`src/rtl/mac_tx_framer.sv`:
```
// MII transmit framer: wraps a streamed payload with preamble, SFD, Ethernet
// header, zero padding and CRC-32 FCS, then enforces the inter-packet gap.
// All outputs are registered; r_state names the octet currently on out_txd.
module mac_tx_framer #(
  parameter logic [47:0] DEST_MAC    = 48'hFFFF_FFFF_FFFF,
  parameter logic [47:0] SRC_MAC     = 48'h02_00_00_00_00_01,
  parameter logic [15:0] ETHER_TYPE  = 16'h0800,
  parameter int unsigned MIN_PAYLOAD = 46,
  parameter int unsigned MAX_PAYLOAD = 1500,
  parameter int unsigned IPG_BYTES   = 12
) (
  input  logic       in_clk,
  input  logic       in_rst,
  input  logic       in_valid,
  input  logic [7:0] in_txd,
  input  logic       in_last,
  output logic       out_tx_ready,
  output logic       out_txen,
  output logic [7:0] out_txd,
  output logic       out_tx_err
);

  typedef enum logic [3:0] {
    S_IDLE, S_PREAMBLE, S_SFD, S_MACDEST, S_MACSRC,
    S_ETHERTYPE, S_PAYLOAD, S_PAD, S_FCS, S_IPG
  } state_t;

  localparam logic [10:0] LP_MAX      = 11'(MAX_PAYLOAD);
  localparam logic [10:0] LP_MIN      = 11'(MIN_PAYLOAD);
  localparam logic [15:0] LP_IPG_LAST = 16'(IPG_BYTES - 1);

  state_t      r_state, w_state;
  logic [15:0] r_idx, w_idx;
  logic [10:0] r_pcnt, w_pcnt;
  logic [31:0] r_crc, w_crc;
  logic        r_txen, w_txen;
  logic [7:0]  r_txd, w_txd;
  logic        r_ready, w_ready;
  logic        r_err, w_err;
  logic        w_crc_en;

  // Reflected CRC-32 (poly 0xEDB88320) advanced by one octet.
  function automatic logic [31:0] crc_byte(input logic [31:0] c, input logic [7:0] d);
    logic [31:0] x;
    x = c ^ {24'd0, d};
    for (int unsigned b = 0; b < 8; b++) begin
      x = x[0] ? ((x >> 1) ^ 32'hEDB8_8320) : (x >> 1);
    end
    return x;
  endfunction

  // Octet i of a MAC address, most-significant octet first.
  function automatic logic [7:0] mac_byte(input logic [47:0] mac, input logic [2:0] i);
    logic [47:0] s;
    s = mac >> (6'd40 - {i, 3'b000});
    return s[7:0];
  endfunction

  // Octet i of the complemented CRC, least-significant octet first.
  function automatic logic [7:0] fcs_byte(input logic [31:0] crc, input logic [1:0] i);
    logic [31:0] s;
    s = ~crc;
    s = s >> {i, 3'b000};
    return s[7:0];
  endfunction

  // Next-state and next-output decode; every output is computed one cycle ahead.
  always_comb begin
    w_state  = r_state;
    w_idx    = r_idx;
    w_pcnt   = r_pcnt;
    w_crc    = r_crc;
    w_txen   = 1'b0;
    w_txd    = '0;
    w_ready  = 1'b0;
    w_err    = 1'b0;
    w_crc_en = 1'b0;
    // r_ready is high only in the last EtherType cycle and during payload,
    // so the accept/underrun decision is shared by both states here.
    if (r_ready) begin
      if (in_valid) begin
        w_state  = S_PAYLOAD;
        w_txen   = 1'b1;
        w_txd    = in_txd;
        w_crc_en = 1'b1;
        w_pcnt   = r_pcnt + 11'd1;
        w_ready  = !(in_last || ((r_pcnt + 11'd1) == LP_MAX));
      end else begin
        w_state = S_IPG;
        w_idx   = '0;
        w_err   = 1'b1;
      end
    end else begin
      case (r_state)
        S_IDLE: begin
          w_pcnt = '0;
          w_idx  = '0;
          w_crc  = '1;
          if (in_valid) begin
            w_state = S_PREAMBLE;
            w_txen  = 1'b1;
            w_txd   = 8'h55;
          end
        end
        S_PREAMBLE: begin
          w_txen = 1'b1;
          w_pcnt = '0;
          w_crc  = '1;
          if (r_idx == 16'd6) begin
            w_state = S_SFD;
            w_idx   = '0;
            w_txd   = 8'hD5;
          end else begin
            w_idx = r_idx + 16'd1;
            w_txd = 8'h55;
          end
        end
        S_SFD: begin
          w_state  = S_MACDEST;
          w_idx    = '0;
          w_txen   = 1'b1;
          w_txd    = mac_byte(DEST_MAC, 3'd0);
          w_crc_en = 1'b1;
        end
        S_MACDEST: begin
          w_txen   = 1'b1;
          w_crc_en = 1'b1;
          if (r_idx == 16'd5) begin
            w_state = S_MACSRC;
            w_idx   = '0;
            w_txd   = mac_byte(SRC_MAC, 3'd0);
          end else begin
            w_idx = r_idx + 16'd1;
            w_txd = mac_byte(DEST_MAC, r_idx[2:0] + 3'd1);
          end
        end
        S_MACSRC: begin
          w_txen   = 1'b1;
          w_crc_en = 1'b1;
          if (r_idx == 16'd5) begin
            w_state = S_ETHERTYPE;
            w_idx   = '0;
            w_txd   = ETHER_TYPE[15:8];
          end else begin
            w_idx = r_idx + 16'd1;
            w_txd = mac_byte(SRC_MAC, r_idx[2:0] + 3'd1);
          end
        end
        S_ETHERTYPE: begin
          // Raising ready with the final header octet lets the first payload
          // byte follow with no idle octet in between.
          w_txen   = 1'b1;
          w_crc_en = 1'b1;
          w_idx    = 16'd1;
          w_txd    = ETHER_TYPE[7:0];
          w_ready  = 1'b1;
        end
        S_PAYLOAD, S_PAD: begin
          w_txen = 1'b1;
          if (r_pcnt < LP_MIN) begin
            w_state  = S_PAD;
            w_txd    = 8'h00;
            w_crc_en = 1'b1;
            w_pcnt   = r_pcnt + 11'd1;
          end else begin
            w_state = S_FCS;
            w_idx   = '0;
            w_txd   = fcs_byte(r_crc, 2'd0);
          end
        end
        S_FCS: begin
          if (r_idx == 16'd3) begin
            w_state = S_IPG;
            w_idx   = '0;
          end else begin
            w_txen = 1'b1;
            w_idx  = r_idx + 16'd1;
            w_txd  = fcs_byte(r_crc, r_idx[1:0] + 2'd1);
          end
        end
        S_IPG: begin
          if (r_idx == LP_IPG_LAST) begin
            w_idx = '0;
            if (in_valid) begin
              w_state = S_PREAMBLE;
              w_txen  = 1'b1;
              w_txd   = 8'h55;
            end else begin
              w_state = S_IDLE;
            end
          end else begin
            w_idx = r_idx + 16'd1;
          end
        end
        default: w_state = S_IDLE;
      endcase
    end
    if (w_crc_en) w_crc = crc_byte(r_crc, w_txd);
  end

  // State, counters, CRC and registered outputs.
  always_ff @(posedge in_clk or posedge in_rst) begin
    if (in_rst) begin
      r_state <= S_IDLE;
      r_idx   <= '0;
      r_pcnt  <= '0;
      r_crc   <= '1;
      r_txen  <= 1'b0;
      r_txd   <= '0;
      r_ready <= 1'b0;
      r_err   <= 1'b0;
    end else begin
      r_state <= w_state;
      r_idx   <= w_idx;
      r_pcnt  <= w_pcnt;
      r_crc   <= w_crc;
      r_txen  <= w_txen;
      r_txd   <= w_txd;
      r_ready <= w_ready;
      r_err   <= w_err;
    end
  end

  assign out_tx_ready = r_ready;
  assign out_txen     = r_txen;
  assign out_txd      = r_txd;
  assign out_tx_err   = r_err;

endmodule
```
`config.mk`:
```
export PLATFORM = sky130hd
export DESIGN_NAME = mac_tx_framer
export DESIGN_NICKNAME = d
export VERILOG_FILES = /design/src/rtl/mac_tx_framer.sv
export SDC_FILE = /design/constraint.sdc
export NUM_CORES = 1
export LEC_CHECK = 0
export BUFFER_PORTS_ARGS = -buffer_cell sky130_fd_sc_hd__buf_4
export CORE_MARGIN = 4
export CORE_UTILIZATION = 35
export DETAILED_ROUTE_END_ITERATION = 8
export PLACE_DENSITY = 0.49
export SLEW_MARGIN = 20
export SYNTH_ARGS = -nofsm -noshare
export SYNTH_HDL_FRONTEND = slang
export SYNTH_SLANG_ARGS = --single-unit
```
`constraint.sdc`:
```
create_clock -name in_clk -period 3.8 [get_ports in_clk]
set_input_delay 0.38 -clock in_clk [delete_from_list [all_inputs] [get_ports in_clk]]
set_output_delay 0.38 -clock in_clk [all_outputs]
set_load 0.01 [all_outputs]
```
# Word-level counts from Yosys, hierarchy flattened
# Cells that the tools add are included.
dict set report word_totals {
  in_bits 12
  ff_bits 74
}
dict set report classes {
  n_addsub 5
  n_reduce_logical 16
  n_shift 3
  n_mux 57
  magnitude_cmp 1
  n_bitwise 10
  eq_ne 26
}
# operator count
set ops {}
lappend ops {{2-to-1 mux 32 bit} 11}
lappend ops {{2-to-1 mux 16 bit} 7}
lappend ops {{inverter 13 -> 14 bit} 8}
lappend ops {{case mux 16 bit (7 select lines)} 1}
lappend ops {{case mux 8 bit (8 select lines)} 1}
lappend ops {{2-to-1 mux 8 bit} 7}
lappend ops {{right shift 48 x 6 -> 8 bit, first input constant} 1}
lappend ops {{right shift 42 x 6 -> 8 bit, first input constant} 1}
lappend ops {{2-to-1 mux 4 bit} 9}
lappend ops {{case mux 4 bit (9 select lines)} 1}
lappend ops {{2-to-1 mux 11 bit} 3}
lappend ops {{== test 16 x 3 -> 1 bit, second input constant} 2}
lappend ops {{inverter 32 bit} 1}
lappend ops {{right shift 32 x 5 -> 8 bit} 1}
lappend ops {{bitwise XOR 32 x 8 -> 32 bit} 1}
lappend ops {{!= test 3 bit, second input constant} 8}
lappend ops {{case mux 11 bit (2 select lines)} 1}
lappend ops {{adder 16 x 1 -> 16 bit, second input constant} 1}
lappend ops {{== test 16 x 2 -> 1 bit, second input constant} 1}
lappend ops {{== test 16 x 4 -> 1 bit, second input constant} 1}
lappend ops {{== test 4 x 3 -> 1 bit, second input constant} 4}
lappend ops {{2-to-1 mux 7 bit} 2}
lappend ops {{2-to-1 mux 1 bit} 12}
lappend ops {{adder 11 x 1 -> 11 bit, second input constant} 1}
lappend ops {{other kinds (24)} 32}

# Logic depth before layout (Yosys ltp)
# Gate-level depths: netlist of the first run.
dict set report depth {
  ltp_word 24
  depth_mapped 12
  ltp_nobuf 11
}

# Worst setup path after synthesis of the first run
# No wires, ideal clock.
dict set report synth_path {
  path_kind {reg2reg}
  startpoint {register r_idx[0]}
  endpoint {register r_crc[20]}
  setup_time_ns 0.093
  arrival_ns 3.436
  stages_incl_launch_ff 13
  synth_period_minus_slack_ns 3.529
  n_path_buf 2
  path_slack_ns 0.271
  t_required_ns 3.707
  cell_sequence {dfrtp_1 > clkbuf_8 > inv_1 > ha_1 > clkbuf_8 > mux4_2 > o311a_2 > o2111a_1 > nor3_4 > xor3_1 > xnor2_1 > xor2_1 > a21oi_1}
}
dict set report synth_via {
  elab_chain_len 21
  elab_cells_between_ends 33
  classes_between {add/sub: 3; eq/ne: 4; shift: 3; mux: 16; bitwise: 7}
}
# element line
set synth_rtl {}
lappend synth_rtl {{start: declaration} 33} ;# logic [15:0] r_idx, w_idx;
lappend synth_rtl {{start signal: assignment} 214} ;# r_idx <= w_idx;
lappend synth_rtl {{adder 3 x 1 -> 3 bit} {134, 146}}
lappend synth_rtl {{subtractor 6 bit} 55} ;# s = mac >> (6'd40 - {i, 3'b000});
lappend synth_rtl {{right shift 42 x 6 -> 8 bit or right shift 48 x 6 -> 8 bit (tied branches)} 55}
lappend synth_rtl {{2-to-1 mux 8 bit, on equally long branches} {140, 128}}
lappend synth_rtl {{case mux 8 bit (8 select lines) *} 94} ;# case (r_state)
lappend synth_rtl {{2-to-1 mux 8 bit *} 80} ;# if (r_ready) begin
lappend synth_rtl {{bitwise XOR 32 x 8 -> 32 bit *} 45} ;# x = c ^ {24'd0, d};
lappend synth_rtl {{2-to-1 mux 32 bit *} 47} ;# x = x[0] ? ((x >> 1) ^ 32'hEDB8_8320) : (x >> 1);
lappend synth_rtl {{(+4 left out)} --}
lappend synth_rtl {{2-to-1 mux 32 bit *} 47}
lappend synth_rtl {{inverter 13 -> 14 bit (no line)} --}
lappend synth_rtl {{2-to-1 mux 32 bit * (2 in series)} 47}
lappend synth_rtl {{inverter 13 -> 14 bit (no line)} --}
lappend synth_rtl {{2-to-1 mux 32 bit *} 47}
lappend synth_rtl {{inverter 13 -> 14 bit (no line)} --}
lappend synth_rtl {{2-to-1 mux 32 bit *} 47}
lappend synth_rtl {{2-to-1 mux 32 bit *} 198} ;# if (w_crc_en) w_crc = crc_byte(r_crc, w_txd);
lappend synth_rtl {{end signal: assignment} 216} ;# r_crc <= w_crc;
lappend synth_rtl {{end: declaration} 35} ;# logic [31:0] r_crc, w_crc;
# Every way passes the cells marked *; elsewhere a longest branch is shown, timed or not.
# A chain may end at the register's enable or synchronous reset.

# Worst setup path in the final report of the first run
# Ends and elaborated chain as after synthesis.

==> impl_metrics.py, run 1 <==
metrics = {
    "routing": {
        "firstDrtPassIters": 5,
        "drtIter0Drc": 376,
        "ant_nets": 0,
        "via_per_inst": 5.58,
        "wl_met1_um": 7320,
        "top_layer": "met4",
        "route.detailed.drc": 0,
        "wl_met3_um": 506,
        "vias": 4420,
        "wl_per_cell_um": 18.3,
        "dr_wl_met2_um": 6340,
        "routed_wl_um": 14500,
    },
    "critical_path": {
        "startpoint": "r_idx[0]",
        "critical-path-top-delay-family": "XOR/XNOR gates",
        "required_ps": 4060,
        "worst-r2r-setup-slack_ps": 190,
        "r2r_end": "r_crc[20]",
        "cpMaxStageDelayCell": "xor3_1",
        "cp_slowest_stage_delay_ps": 600,
        "r2r_start": "r_idx[0]",
        "arrival_ps": 3870,
        "criticalPathCategory": "reg -> reg",
        "reg2reg_depth": 10,
        "worstSetupEndpointType": "register",
        "critical_path_buf_inv_count": 1,
        "critPathMaxFanout": 6,
        "worstSetupStartpointType": "register",
        "path_cells": "inv_1, ha_1, mux4_2, o311a_2, o2111a_1, nor3_4, xor3_1, xnor2_1, xor2_1, a21oi_1",
    },
    "yosys": {
        "yosysTopAreaCellShare_pct": 19.4,
        "syn-cell-area_mm2": 0.00542,
        "seq_area_frac_synth_pct": 34.9,
        "synth_top_flop_cell": "dfrtp_1",
        "synth_fp_nets": 593,
        "synth_area_leaders": "dfrtp_1, dfstp_2, xnor2_1",
        "synthArstFlopShare_pct": 100,
        "synth_top_area_cell": "dfrtp_1",
        "synth_edf_count": 0,
        "synthTopCellsByCount": "nor2_1, a21oi_1, dfrtp_1, nand2_1, o21ai_0",
        "yosys_warnings": 0,
        "synth_area_per_cell_um2": 9.43,
        "ys_ff_latch": 74,
        "yosysUniqueCellTypes": 94,
        "synthCells": 575,
        "synth.most_common_cell": "nor2_1",
    },
    "timing": {
        "period_needed_ps": 3610,
        "worst-slew-pin-transition_ps": 1040,
        "finalHoldViolCount": 0,
        "setup-violations-final": 0,
        "rsz0062_at_grt": "no",
        "fin_crit_sh_pct": 95.0,
        "setup_tns_ps": 0,
        "finClkSkew_ps": 12.0,
        "maxSlewViolCount": 0,
        "max_freq_mhz": 277,
        "slew_headroom_pct": 30.7,
    },
    "global_route": {
        "grt_pass1_wl_um": 24300,
        "antenna_found_initial": 0,
        "grt_start_max_net_pins": 54,
        "grtUsageTotal_pct": 17.1,
        "overflow": 0,
        "first_global_vias": 4383,
    },
    "min_path": {
        "hold_class": "in -> async",
    },
    "place": {
        "dp.cells": 775,
        "gp_congestion": 0.858,
        "port_buffers": 22,
        "post_dp_cell_area_mm2": 0.00581,
        "hpwl_um": 10700,
    },
    "run": {
        "cap_violations": 0,
    },
    "cts": {
        "cts_num_sinks": 74,
        "ctsHtreeMaxLevel": 3,
        "cts_buffers": 9,
        "cts_tree": "done",
        "root_buffer": "clkbuf_16",
        "clock_path_buffers": 2,
        "clk_latency_ps": 350,
        "clk_pin_slew_ps": 70,
    },
    "floorplan": {
        "core_region_area_mm2": 0.0152,
        "io_pins": 23,
        "die_h_um": 132,
        "row_count": 45,
        "die_w_um": 132,
        "initial_utilization_pct": 35.7,
        "die-area_mm2": 0.0175,
    },
    "layout": {
        "diodes": 0,
        "syn_to_final_growth_pct": 13.1,
        "final_design_area_no_fill_mm2": 0.00613,
        "layout.nets": 617,
        "drive_gt1_share_pct": 24.3,
        "final_cell_count_no_fill": 792,
    },
    "status": {
        "outcome": "finished, final reports clean",
    },
}
## area by class of cell
| class | count | area, um^2 |
|---|---|---|
| clock inverters | 3 | 21.3 |
| multi-input cells | 458 | 3320 |
| inverters | 10 | 37.5 |
| repair buffers | 46 | 345 |
| fillers | 1524 | 9070 |
| well taps | 188 | 235 |
| clock buffers | 13 | 283 |
| flip-flops and latches | 74 | 1890 |
## metal layers
layer | GRT usage (%) | vias up
met3 | 2.85 | 21
met2 | 25.0 | 85
met1 | 25.7 | 2169
li1 | - | 2145
met5 | 0 | -
met4 | 5.72 | 0
## worst max-delay path by stage
stage | slack (ps) | cells after the start | end
after floorplan | 270 | 12 | r_crc[20]
after global placement | 200 | 9 | r_crc[29]
after detailed placement | 90 | 9 | r_crc[29]
after CTS | 60 | 9 | r_crc[29]
after global routing | 20 | 11 | r_crc[20]
final | 190 | 10 | r_crc[20]
## through the flow
step                hold slack (ps)  worst slack, ps  utilization (%)
finish                         60.4              189             40.3
global route                    106             15.6             40.3
CTS                            71.4             64.5             40.2
detailed placement              445             92.0             38.2
global placement                437              198             38.2
floorplan                       474              271                -
## timing repair
| action | in CTS | in global routing |
|---|---|---|
| setup buffers | 0 | 1 |
| setup endpoints to repair | 0 | 3 |
| gates resized for setup | 0 | 2 |
| hold buffers | 0 | 0 |
## cell usage in the layout, fill, tap and decap left out, drive strengths merged, types with 4 or more instances in the layout
cell type  count
inv            9
nor2b          4
nand2b         9
dfstp         32
xor2          24
a21oi         48
and3          12
a21o           5
nand2         41
or2            7
a31oi          9
o211ai         5
ha             6
nor3          12
xnor2         36
buf           46
or3           12
o21ai         45
clkbuf        13
nand4          6
nor4           7
nor2          70
nand3         17
dfrtp         42
xor3           4
mux4           8
o31ai          5
## logic make-up (layout without fill, tap and decap cells)
| group | after synthesis | after routing | synth area share [%] |
|---|---|---|---|
| adders and majority gates | 6 | 6 | 1.39 |
| DFF | 74 | 74 | 34.9 |
| xor gates and xnor gates | 67 | 67 | 13.5 |
| muxes | 8 | 8 | 3.39 |
| and+or+nand+nor | 218 | 218 | 22.3 |
| buffers and inverters | 43 | 72 | 4.20 |
| AOI/OAI and AO/OA | 159 | 159 | 20.3 |
## state kept, by name (all words and copies together) (netlist names)
register      count
r_crc            32
r_idx            16
r_state           4
r_pcnt           11
out_txd           8
out_txen          1
out_tx_ready      1
out_tx_err        1
Power of run 1 is not shown: default switching activity piles up to over one toggle a cycle in this logic, so the estimate is an artifact.
==> run 2, diff against run 1 <==
==> constraint.sdc (replaced) <==
create_clock -name in_clk -period 3.8 [get_ports in_clk]
set_input_delay 0.76 -clock in_clk [delete_from_list [all_inputs] [get_ports in_clk]]
set_output_delay 0.76 -clock in_clk [all_outputs]
set_load 0.01 [all_outputs]
==> impl_metrics.py, run 2 (synthesis results as in run 1) <==
metrics = {
    "floorplan": {
        "die-area_mm2": 0.0175,
        "initial_utilization_pct": 35.7,
        "core_region_area_mm2": 0.0152,
        "row_count": 45,
        "die_h_um": 132,
        "io_pins": 23,
        "die_w_um": 132,
    },
    "timing": {
        "finClkSkew_ps": 9.09,
        "setup-violations-final": 0,
        "period_needed_ps": 3560,
        "timing.final.ws_setup_ps": 238,
        "setup_tns_ps": 0,
        "rsz0062_at_grt": "no",
        "max_freq_mhz": 281,
        "slew_headroom_pct": 32.6,
        "fin_crit_sh_pct": 93.7,
        "maxSlewViolCount": 0,
        "finalHoldViolCount": 0,
        "worst-slew-pin-transition_ps": 1010,
    },
    "cts": {
        "post_cts_buffers": 0,
        "clock_path_buffers": 2,
        "ctsHtreeMaxLevel": 3,
        "cts_resized": 0,
        "cts_hold_repair.buffers": 0,
        "cts_num_sinks": 74,
        "clk_latency_ps": 350,
        "clk_pin_slew_ps": 70,
        "cts_buffers": 9,
        "cts_tree": "done",
        "root_buffer": "clkbuf_16",
    },
    "layout": {
        "layout_common_cells": "nor2_1, a21oi_1, buf_4",
        "drive_gt1_share_pct": 25.0,
        "regMostFlops": "r_crc",
        "layout.nets": 618,
        "diodes": 0,
        "ff_latch_area_mm2": 0.00189,
        "multi_input_area_mm2": 0.00332,
        "layout_commonest_cell": "nor2_1",
        "fillers": 1511,
        "largest_register_ffs": 32,
        "reg_top3": "r_crc: 32 flops, r_idx: 16 flops, r_pcnt: 11 flops",
        "syn_to_final_growth_pct": 13.9,
    },
    "place": {
        "port_buffers": 22,
        "gp_congestion": 0.856,
        "hpwl_um": 10700,
        "post-place-ws_ps": 134,
    },
    "critical_path": {
        "criticalPathCategory": "reg -> reg",
        "critical-path-top-delay-family": "simple AND/OR/NAND/NOR gates",
        "cp_slowest_stage_delay_ps": 490,
        "path_cells": "ha_2, or3b_2, nor4_4, buf_4, nor3_1, or3_1, o211ai_4, xor3_1, xnor2_1, xor2_1, a21oi_1",
        "required_ps": 4060,
        "worstSetupEndpointType": "register",
        "arrival_ps": 3820,
        "critPathMaxFanout": 9,
        "worstSetupStartpointType": "register",
        "reg2reg_depth": 11,
        "r2r_start": "r_idx[0]",
        "worst-r2r-setup-slack_ps": 240,
        "critical_path_buf_inv_count": 1,
        "r2r_end": "r_crc[20]",
        "cpMaxStageDelayCell": "or3b_2",
    },
    "global_route": {
        "antenna_found_initial": 0,
        "grt_pass1_wl_um": 23900,
        "grt_util_met2_pct": 24.9,
        "grt_use_met3_pct": 2.89,
        "grtUsageTotal_pct": 16.9,
        "overflow": 0,
        "gr-max-usage-layer": "met1",
        "grt_start_max_net_pins": 41,
        "met1_usage_pct": 25.2,
        "first_global_vias": 4354,
    },
    "status": {
        "outcome": "finished, final reports clean",
    },
    "routing": {
        "wl_per_cell_um": 18.0,
        "drtIter0Drc": 315,
        "route.detailed.drc": 0,
        "routed_wl_um": 14300,
        "vias": 4381,
        "ant_nets": 0,
        "firstDrtPassIters": 5,
        "via_per_inst": 5.52,
    },
    "min_path": {
        "hold_class": "reg -> reg",
        "hold_start": "r_pcnt[10]",
        "min_delay_worst_endpoint": "r_pcnt[10]",
        "holdPathStages": 1,
    },
    "run": {
        "cap_violations": 0,
    },
}
==> run 2: worst max path at each step <==
stage,from,to,cells after the start
4_1_cts,r_idx[0],r_crc[18],11
6_report,r_idx[0],r_crc[20],11
3_3_place_gp,r_idx[0],r_crc[18],11
5_1_grt,r_idx[0],r_crc[23],11
2_1_floorplan,r_idx[0],r_crc[20],12
3_5_place_dp,r_idx[0],r_crc[18],11
==> run 2: metal layers <==
metal  vias to the layer above  routed length [um]
met2                        98                6190
li1                       2137                   -
met3                        22                 483
met1                      2124                7390
met4                         0                 229
met5                         -                   0
==> run 2: per-stage QoR <==
stage               hold slack (ps)  instances  util (%)  area [um^2]
floorplan                       474        575         -         5420
global placement                501        777      38.4         5840
detailed placement              502        777      38.4         5840
CTS                             515        793      40.5         6160
global route                    538        793      40.6         6170
finish                          517        793      40.6         6170
==> run 2: worst register-to-register path, stage by stage, from the launching register on <==
cell      delay [ps]
dfrtp_1          420
ha_2             280
or3b_2           490
nor4_4           150
buf_4            200
nor3_1            80
or3_1            400
o211ai_4         400
xor3_1           500
xnor2_1          300
xor2_1           180
a21oi_1           80
==> run 2: final cells by class <==
cell class | count | area share [%]
Multi-Input combinational cell | 458 | 53.9
Sequential cell | 74 | 30.6
Timing Repair Buffer | 47 | 5.92
Clock buffer | 13 | 4.74
Tap cell | 188 | 3.81
Inverter | 10 | 0.608
Clock inverter | 3 | 0.426
Power of run 2 is left out for the same reason.
